File: src/rtl/alu_issue_stage_pkg.sv
// Shared types for the ALU issue stage: opcode/funct constants and the request record.
package alu_issue_stage_pkg;

  localparam int XLEN = 64;
  localparam int ILEN = 32;

  localparam logic [6:0] OPC_OP        = 7'b0110011;
  localparam logic [6:0] OPC_OP_32     = 7'b0111011;
  localparam logic [6:0] OPC_OP_IMM    = 7'b0010011;
  localparam logic [6:0] OPC_OP_IMM_32 = 7'b0011011;
  localparam logic [6:0] OPC_LUI       = 7'b0110111;
  localparam logic [6:0] OPC_AUIPC     = 7'b0010111;

  localparam logic [6:0] F7_BASE = 7'b0000000;
  localparam logic [6:0] F7_ALT  = 7'b0100000;
  localparam logic [6:0] F7_MEXT = 7'b0000001;

  typedef enum logic [2:0] {
    F3_ADD  = 3'b000,
    F3_SLL  = 3'b001,
    F3_SLT  = 3'b010,
    F3_SLTU = 3'b011,
    F3_XOR  = 3'b100,
    F3_SR   = 3'b101,
    F3_OR   = 3'b110,
    F3_AND  = 3'b111
  } Funct3_Op;

  typedef enum logic [2:0] {
    F3M_MUL    = 3'b000,
    F3M_MULH   = 3'b001,
    F3M_MULHSU = 3'b010,
    F3M_MULHU  = 3'b011,
    F3M_DIV    = 3'b100,
    F3M_DIVU   = 3'b101,
    F3M_REM    = 3'b110,
    F3M_REMU   = 3'b111
  } Funct3_M;

  typedef struct packed {
    logic [XLEN-1:0] a;
    logic [XLEN-1:0] b;
    logic [2:0]      funct3;
    logic [6:0]      funct7;
    logic            width_32;
    logic [6:0]      op;
    logic [4:0]      rd;
    logic [XLEN-1:0] pc;
    logic            illegal;
  } alu_req_t;

  function automatic logic funct7Known(input logic [6:0] f7);
    return (f7 == F7_BASE) || (f7 == F7_ALT) || (f7 == F7_MEXT);
  endfunction

endpackage

File: src/rtl/alu_op_decode.sv
// Combinational RV64IM ALU decode: raw instruction plus operands into one ALU request.
module alu_op_decode
  import alu_issue_stage_pkg::*;
(
  input  logic [ILEN-1:0] inst_i,
  input  logic [XLEN-1:0] pc_i,
  input  logic [XLEN-1:0] rs1_i,
  input  logic [XLEN-1:0] rs2_i,
  output alu_req_t        req_o
);

  logic [6:0]      opcode;
  logic [6:0]      funct7;
  logic [2:0]      funct3;
  logic [XLEN-1:0] immI;
  logic [XLEN-1:0] immU;
  logic            isShift;

  assign opcode  = inst_i[6:0];
  assign funct3  = inst_i[14:12];
  assign funct7  = inst_i[31:25];
  assign immI    = {{(XLEN-12){inst_i[31]}}, inst_i[31:20]};
  assign immU    = {{(XLEN-32){inst_i[31]}}, inst_i[31:12], 12'b0};
  assign isShift = (funct3 == F3_SLL) || (funct3 == F3_SR);

  logic [XLEN-1:0] opA;
  logic [XLEN-1:0] opB;
  logic [2:0]      opF3;
  logic [6:0]      opF7;
  logic            opW;
  logic            legal;

  always_comb begin
    opA   = '0;
    opB   = '0;
    opF3  = funct3;
    opF7  = F7_BASE;
    opW   = 1'b0;
    legal = 1'b0;
    case (opcode)
      OPC_OP, OPC_OP_32: begin
        opA   = rs1_i;
        opB   = rs2_i;
        opF7  = funct7;
        opW   = (opcode == OPC_OP_32);
        legal = funct7Known(funct7);
        if (funct7 == F7_ALT && funct3 != F3_ADD && funct3 != F3_SR) legal = 1'b0;
        // W-forms only have add/sub and shifts, plus the 32-bit M ops (no high multiplies)
        if (opcode == OPC_OP_32) begin
          if (funct7 == F7_MEXT) begin
            if (funct3 == F3M_MULH || funct3 == F3M_MULHSU || funct3 == F3M_MULHU) legal = 1'b0;
          end else if (!(funct3 == F3_ADD || isShift)) begin
            legal = 1'b0;
          end
        end
      end
      OPC_OP_IMM: begin
        opA   = rs1_i;
        opB   = immI;
        legal = 1'b1;
        if (isShift) begin
          opF7  = {inst_i[31:26], 1'b0};
          opB   = {{(XLEN-6){1'b0}}, inst_i[25:20]};
          legal = funct7Known(opF7) && !(opF7 == F7_ALT && funct3 != F3_SR);
        end
      end
      OPC_OP_IMM_32: begin
        opA   = rs1_i;
        opB   = immI;
        opW   = 1'b1;
        legal = (funct3 == F3_ADD) || isShift;
        if (isShift) begin
          opF7 = funct7;
          opB  = {{(XLEN-5){1'b0}}, inst_i[24:20]};
          if (inst_i[25] || !funct7Known(funct7)) legal = 1'b0;
          if (funct7 == F7_ALT && funct3 != F3_SR) legal = 1'b0;
        end
      end
      OPC_LUI: begin
        opB   = immU;
        opF3  = F3_ADD;
        legal = 1'b1;
      end
      OPC_AUIPC: begin
        opA   = pc_i;
        opB   = immU;
        opF3  = F3_ADD;
        legal = 1'b1;
      end
      default: legal = 1'b0;
    endcase
  end

  // Illegal requests still carry rd/pc/op so the trap path can identify them
  always_comb begin
    req_o.a        = legal ? opA  : '0;
    req_o.b        = legal ? opB  : '0;
    req_o.funct3   = legal ? opF3 : 3'b0;
    req_o.funct7   = legal ? opF7 : 7'b0;
    req_o.width_32 = legal & opW;
    req_o.op       = opcode;
    req_o.rd       = inst_i[11:7];
    req_o.pc       = pc_i;
    req_o.illegal  = ~legal;
  end

endmodule

File: src/rtl/alu_issue_stage.sv
// ALU issue stage: decodes requests and holds them in an output register backed by one skid slot.
module alu_issue_stage
  import alu_issue_stage_pkg::*;
(
  input  logic            clk,
  input  logic            reset,
  input  logic            flush,
  input  logic            in_valid,
  output logic            in_ready,
  input  logic [ILEN-1:0] in_inst,
  input  logic [XLEN-1:0] in_pc,
  input  logic [XLEN-1:0] in_rs1_val,
  input  logic [XLEN-1:0] in_rs2_val,
  output logic            out_valid,
  input  logic            out_ready,
  output logic [XLEN-1:0] out_a,
  output logic [XLEN-1:0] out_b,
  output logic [2:0]      out_funct3,
  output logic [6:0]      out_funct7,
  output logic            out_width_32,
  output logic [6:0]      out_op,
  output logic [4:0]      out_rd,
  output logic [XLEN-1:0] out_pc,
  output logic            out_illegal
);

  alu_req_t decReq;
  alu_req_t outReq_q, outReq_d;
  alu_req_t skidReq_q, skidReq_d;
  logic     outValid_q, outValid_d;
  logic     skidValid_q, skidValid_d;
  logic     inReady_q, inReady_d;
  logic     accept;
  logic     transfer;

  alu_op_decode u_decode (
    .inst_i (in_inst),
    .pc_i   (in_pc),
    .rs1_i  (in_rs1_val),
    .rs2_i  (in_rs2_val),
    .req_o  (decReq)
  );

  assign accept   = in_valid & inReady_q;
  assign transfer = outValid_q & out_ready;

  // Skid can only be full while the output slot is full and stalled, so it never collides with an accept
  always_comb begin
    outReq_d    = outReq_q;
    skidReq_d   = skidReq_q;
    outValid_d  = outValid_q;
    skidValid_d = skidValid_q;
    if (flush) begin
      outValid_d  = 1'b0;
      skidValid_d = 1'b0;
    end else if (!outValid_q || transfer) begin
      if (skidValid_q) begin
        outReq_d    = skidReq_q;
        outValid_d  = 1'b1;
        skidValid_d = 1'b0;
      end else begin
        outValid_d = accept;
        if (accept) outReq_d = decReq;
      end
    end else if (accept) begin
      skidReq_d   = decReq;
      skidValid_d = 1'b1;
    end
    inReady_d = ~skidValid_d;
  end

  always_ff @(posedge clk) begin
    if (!reset) begin
      outReq_q    <= '0;
      skidReq_q   <= '0;
      outValid_q  <= 1'b0;
      skidValid_q <= 1'b0;
      inReady_q   <= 1'b0;
    end else begin
      outReq_q    <= outReq_d;
      skidReq_q   <= skidReq_d;
      outValid_q  <= outValid_d;
      skidValid_q <= skidValid_d;
      inReady_q   <= inReady_d;
    end
  end

  assign in_ready     = inReady_q;
  assign out_valid    = outValid_q;
  assign out_a        = outReq_q.a;
  assign out_b        = outReq_q.b;
  assign out_funct3   = outReq_q.funct3;
  assign out_funct7   = outReq_q.funct7;
  assign out_width_32 = outReq_q.width_32;
  assign out_op       = outReq_q.op;
  assign out_rd       = outReq_q.rd;
  assign out_pc       = outReq_q.pc;
  assign out_illegal  = outReq_q.illegal;

endmodule

File: config.mk
export PLATFORM = sky130hd
export DESIGN_NAME = alu_issue_stage
export DESIGN_NICKNAME = d
export VERILOG_FILES = /design/src/rtl/alu_issue_stage_pkg.sv /design/src/rtl/alu_op_decode.sv /design/src/rtl/alu_issue_stage.sv
export SDC_FILE = /design/constraint.sdc
export NUM_CORES = 1
export LEC_CHECK = 0
export ABC_AREA = 1
export CAP_MARGIN = 40
export CORE_MARGIN = 3
export CORE_UTILIZATION = 50
export CTS_BUF_LIST = sky130_fd_sc_hd__clkbuf_16
export DETAILED_ROUTE_END_ITERATION = 10
export PLACE_DENSITY = 0.92
export RECOVER_POWER = 25
export SLEW_MARGIN = 20
export SYNTH_ARGS = -nofsm -noshare
export SYNTH_HDL_FRONTEND = slang
export SYNTH_SLANG_ARGS = --single-unit
File: constraint.sdc
create_clock -name clk -period 2 [get_ports clk]
set_input_delay 0.2 -clock clk [delete_from_list [all_inputs] [get_ports clk]]
set_output_delay 0.2 -clock clk [all_outputs]
set_load 0.01 [all_outputs]
Word level (Yosys, flattened, before mapping). Cells that the tools add are included.

Mux-type cells: 29. Eq/ne operators: 14. Reduce and logical (&&, ||, !) cells: 28. Bitwise gates (word level): 8. Add/subtract/negate cells: 0. Shifts and indexed selects: 0. Magnitude comparators: 0. Div/mod/pow operators: 0. $mul: 0.

Operator list (count): $mux W216 (2); $mux W64 (4); $pmux W64 S4 (1); $pmux W64 S2 (1); $eq A7 B6 Y1 const B (4); $eq A7 B5 Y1 const B (3); $mux W7 (3); $pmux W7 S3 (1); $mux W1 (13); $logic_or A1 B1 Y1 (9); $eq A7 B1 Y1 const B (1); $logic_not A7 Y1 (1); $eq A3 B2 Y1 const B (2); $eq A6 B5 Y1 const B (1); $logic_not A6 Y1 (1); $mux W3 (2); $reduce_and A3 Y1 (2); $reduce_or A2 Y1 (3); $logic_and A1 B1 Y1 (5); $not A1 Y1 (5); $pmux W1 S4 (1); $reduce_or A4 Y1 (1); $and A1 B1 Y1 (3); $eq A3 B1 Y1 const B (1); 7 further kinds (9).

Memories kept: 0. Bits in writable memories: 0. Memory bits (read-only): 0. Register bits: 435. Input bits: 229. Bits in latches: 0.

Depth between registers and ports, before layout.
Depth after elaboration: 12. Gate-level depth with buffers: 15.

Modules after synthesis. From an unflattened synthesis, not the netlist that was laid out.

Cells, all modules: 4044. Area total of the unflattened synthesis: 23610.1 µm².

By module, submodules not included: alu_issue_stage (cells an instance 3256, times used 1, area an instance 20098.0 µm²); alu_op_decode (cells an instance 788, times used 1, area an instance 3512.1 µm²).

Worst setup path after synthesis. Ideal clock, no wire load.

Path type: reg-to-reg. From: reg outValid_q, in the netlist out_valid. To: reg skidReq_q[165] (netlist name). Clock period less this slack: 1.722 ns. Stages on the path, launching flop included: 10. Path buffers: 2. Required time: 1.872 ns. Arrival time: 1.593 ns. Slack: 0.278 ns. Path through: dfxtp_1 > inv_1 > nor2_1 > inv_1 > nor2_1 > nand2_1 > clkinv_1 > clkbuf_1 > buf_1 > a21oi_1.

Word-level cells in the longest chain between the ends: 4. Elaborated cells between the ends (all ways): 5.

Ends and longest elaborated chain: from (decl) (RTL line alu_issue_stage.sv:30) `logic outValid_q, outValid_d;`; from (signal assigned) (RTL line alu_issue_stage.sv:82) `outValid_q <= outValid_d;`; $and A1 B1 Y1 / $logic_not A1 Y1 (equally long branches) (RTL line alu_issue_stage.sv:45, alu_issue_stage.sv:56); $logic_or A1 B1 Y1 (*) (RTL line alu_issue_stage.sv:56) `end else if (!outValid_q || transfer) begin`; $not A1 Y1 (no line) (*); $reduce_and A3 Y1 (no line) (*); to (signal assigned) (RTL line alu_issue_stage.sv:81) `skidReq_q <= skidReq_d;`; to (decl) (RTL line alu_issue_stage.sv:29) `alu_req_t skidReq_q, skidReq_d;`.

Every way passes the cells marked *; elsewhere a longest branch is shown, timed or not. A chain may end at the register's enable or synchronous reset.

Worst setup path in the final report.
From: reg outValid_q, in the netlist out_valid. To: reg skidReq_q[146] (netlist name).

The elaborated chain is that of the path after synthesis.

==> impl_metrics.ini <==
[outcome]
status = finished, final reports clean

[floorplan]
start_util_pct = 50.9
io_pins = 447
die_h_um = 202
die_area_um2 = 40900
rows = 71
die_x_um = 202
core_area_um2 = 37800

[grt]
grt_pass1_wl_um = 106000
grt_usage_pct = 31.3
grt_start_max_net_pins = 115
first_global_vias = 20336
antenna_found_initial = 1
overflow = 0

[sta]
final.setup_skew_ns = 0.0238
timing.final.hold_violations = 0
setup_viol = 0
fmax_mhz = 529
fin_crit_sh_pct = 94.6
setup_slack_ns = 0.108
fin_crit_ns = 1.89
holdWs_ns = 0.0741
maxSlewViolCount = 0
worst_slew_pin_slew_ns = 1.06
grt_setup_unrepaired = false
relSlewSlack_pct = 29.4

[place]
dpl_worst_slack_ns = -0.477
numPortBuffers = 446
hpwl_um = 44600
gp_congestion = 0.917

[hold_path]
hold_class = input pin to flip-flop

[setup_path]
arrival_ns = 2.38
critPathMaxFanout = 24
critPathRequiredTime_ns = 2.48
max_stage_delay_ns = 0.34
crit_chain = inv_1, nor2_1, inv_1, nor2_1, nand2_2, clkinv_8, buf_4, o21ai_0, a21oi_1
path_class = flip-flop to flip-flop
crit_path_start_kind = flip-flop
crit_path_end_kind = flip-flop
cp_slowest_cell = dfxtp_1

[job]
max_cap_viol_count = 0

[detailed_routing]
antenna_left = 0
wl_per_cell_um = 17.6
vias_per_cell = 5.72
drt-initial-drc-count = 2291
dr.pass1.iters = 9
totalWireLength_um = 67200
drc = 0
vias = 21793

[cts]
cts_tree = yes
cts_sinks = 435
clk_pin_slew_worst_paths_ns = 0.06
htree_levels = 2
postCtsSetupBuffers = 0
cts_root_buffer = clkbuf_16
cts-buffers-inserted = 45
clk_path_buf_depth = 3
insertion_delay_ns = 0.57

[synth]
synth_nets = 3114
synthSimpleGateAreaFrac_pct = 30.6
ys_seq_area_share_pct = 45.3
synthArstFlopShare_pct = 0
synth_cell_types = 24
synth_edf_count = 0
synth-xor-area-share_pct = 0
yosys-top-cells-area = dfxtp_1 (45%), nand2_1 (17%), nor2_1 (8.5%)
synth_compound_area_share_pct = 18.3
yosys_most_used_dff = dfxtp_1
muxShareOfSynthArea_pct = 0
netlist_instances = 2885
ys_ff_latch = 435
yosysTopAreaCell = dfxtp_1
synth_adder_area_share_pct = 0
synth.most_common_cell = nand2_1
synth_top_area_share_pct = 45.3
synth_common_cells = nand2_1 (864), dfxtp_1 (435), nor2_1 (435), o21ai_0 (300), a21oi_1 (285)
synth_top_family_by_area = simple AND/OR/NAND/NOR gates
syn_avg_cell_area_um2 = 6.67
netlist_area_um2 = 19200
yosys_warnings = 0

[power_and_ir_drop]
p_per_area_nw_per_um2 = 711
peakVddDrop_v = 0.000574
finalPower_mw = 18.7
leakagePower_nw = 11.9

[finish]
seqCellArea_um2 = 8710
fin_nets = 3502
fillers = 2828
multiInputGateArea_um2 = 9440
final_layout_size_suffix_gt1_share_pct = 6.64
syn2layout_area_growth_pct = 36.9
utilization_pct = 69.7
[metal layers]
layer	vias to the layer above	wire, um	global-route usage [%]
met1	9915	25300	39.0
met3	254	7190	6.17
met4	0	3230	14.3
met2	1418	31500	52.4
li1	10206	-	-
met5	-	0	0
[cell families after synthesis]
group / after synthesis
compound gates: 677
simple gates: 1493
flops: 435
buf+inv: 280
[state kept, by name, indices dropped and copies added, names as in the netlist, 3 cells and up]
name,cells
out_b,64
out_rd,5
out_a,64
out_funct7,7
skidReq_q,216
out_pc,64
out_funct3,3
out_op,7
[through the flow]
stage	instance area (um^2)	cells	setup TNS, ns
after floorplan	19200	2885	0
after global placement	24900	3736	-71.13
after global routing	26300	3812	0
after CTS	26300	3811	0
final	26300	3812	0
after detailed placement	24900	3736	-93.30
[cells in the final DEF, fill, tap and decap left out, types with 46 or more instances in the layout]
master and n:
dlygate4sd3_1 141, a21oi_1 285, buf_4 102, a31oi_1 76, nand3_1 183, nor2_1 433
clkbuf_16 46, dfxtp_1 434, nand2_1 862, o21ai_0 299, clkdlybuf4s50_1 304
[power breakdown]
part / internal [mW] / switching [mW] / total [mW]
Clock: 4.79 / 3.48 / 8.27
Combinational: 0.793 / 0.831 / 1.62
Sequential: 8.77 / 0.0552 / 8.82
Total: 14.4 / 4.37 / 18.7
[worst max-delay path: cells and delay by family (launching register included)]
family | cells | cell delay [ns]
AO/OA/AOI/OAI | 2 | 0.31
buffers and inverters | 4 | 0.59
flip-flops | 1 | 0.34
AND/OR/NAND/NOR | 3 | 0.56
[path summary, 6_finish.rpt]
kind,cells past startpoint,from,end,slack (ns)
worst min-delay path,4,in_inst[6],skidReq_q[76],0.07
worst max-delay path,9,out_valid,skidReq_q[146],0.11
worst max register to register,9,out_valid,skidReq_q[146],0.11
worst min register to register,2,skidReq_q[84],skidReq_q[84],0.44
[layout make-up]
type / count / area share (%)
Multi-Input combinational cell: 2170 / 35.9
Sequential cell: 435 / 33.1
Timing Repair Buffer: 587 / 22.6
Clock buffer: 46 / 4.37
Tap cell: 511 / 2.43
Clock inverter: 28 / 1.00
Inverter: 34 / 0.589
Antenna cell: 1 / 0.00951
[repair_timing]
item,CTS,global route
resized for setup,0,7
hold buffers,1,0
setup endpoints to repair,0,196
hold endpoints to repair,13,0
Power figures use the tool's default switching activity.
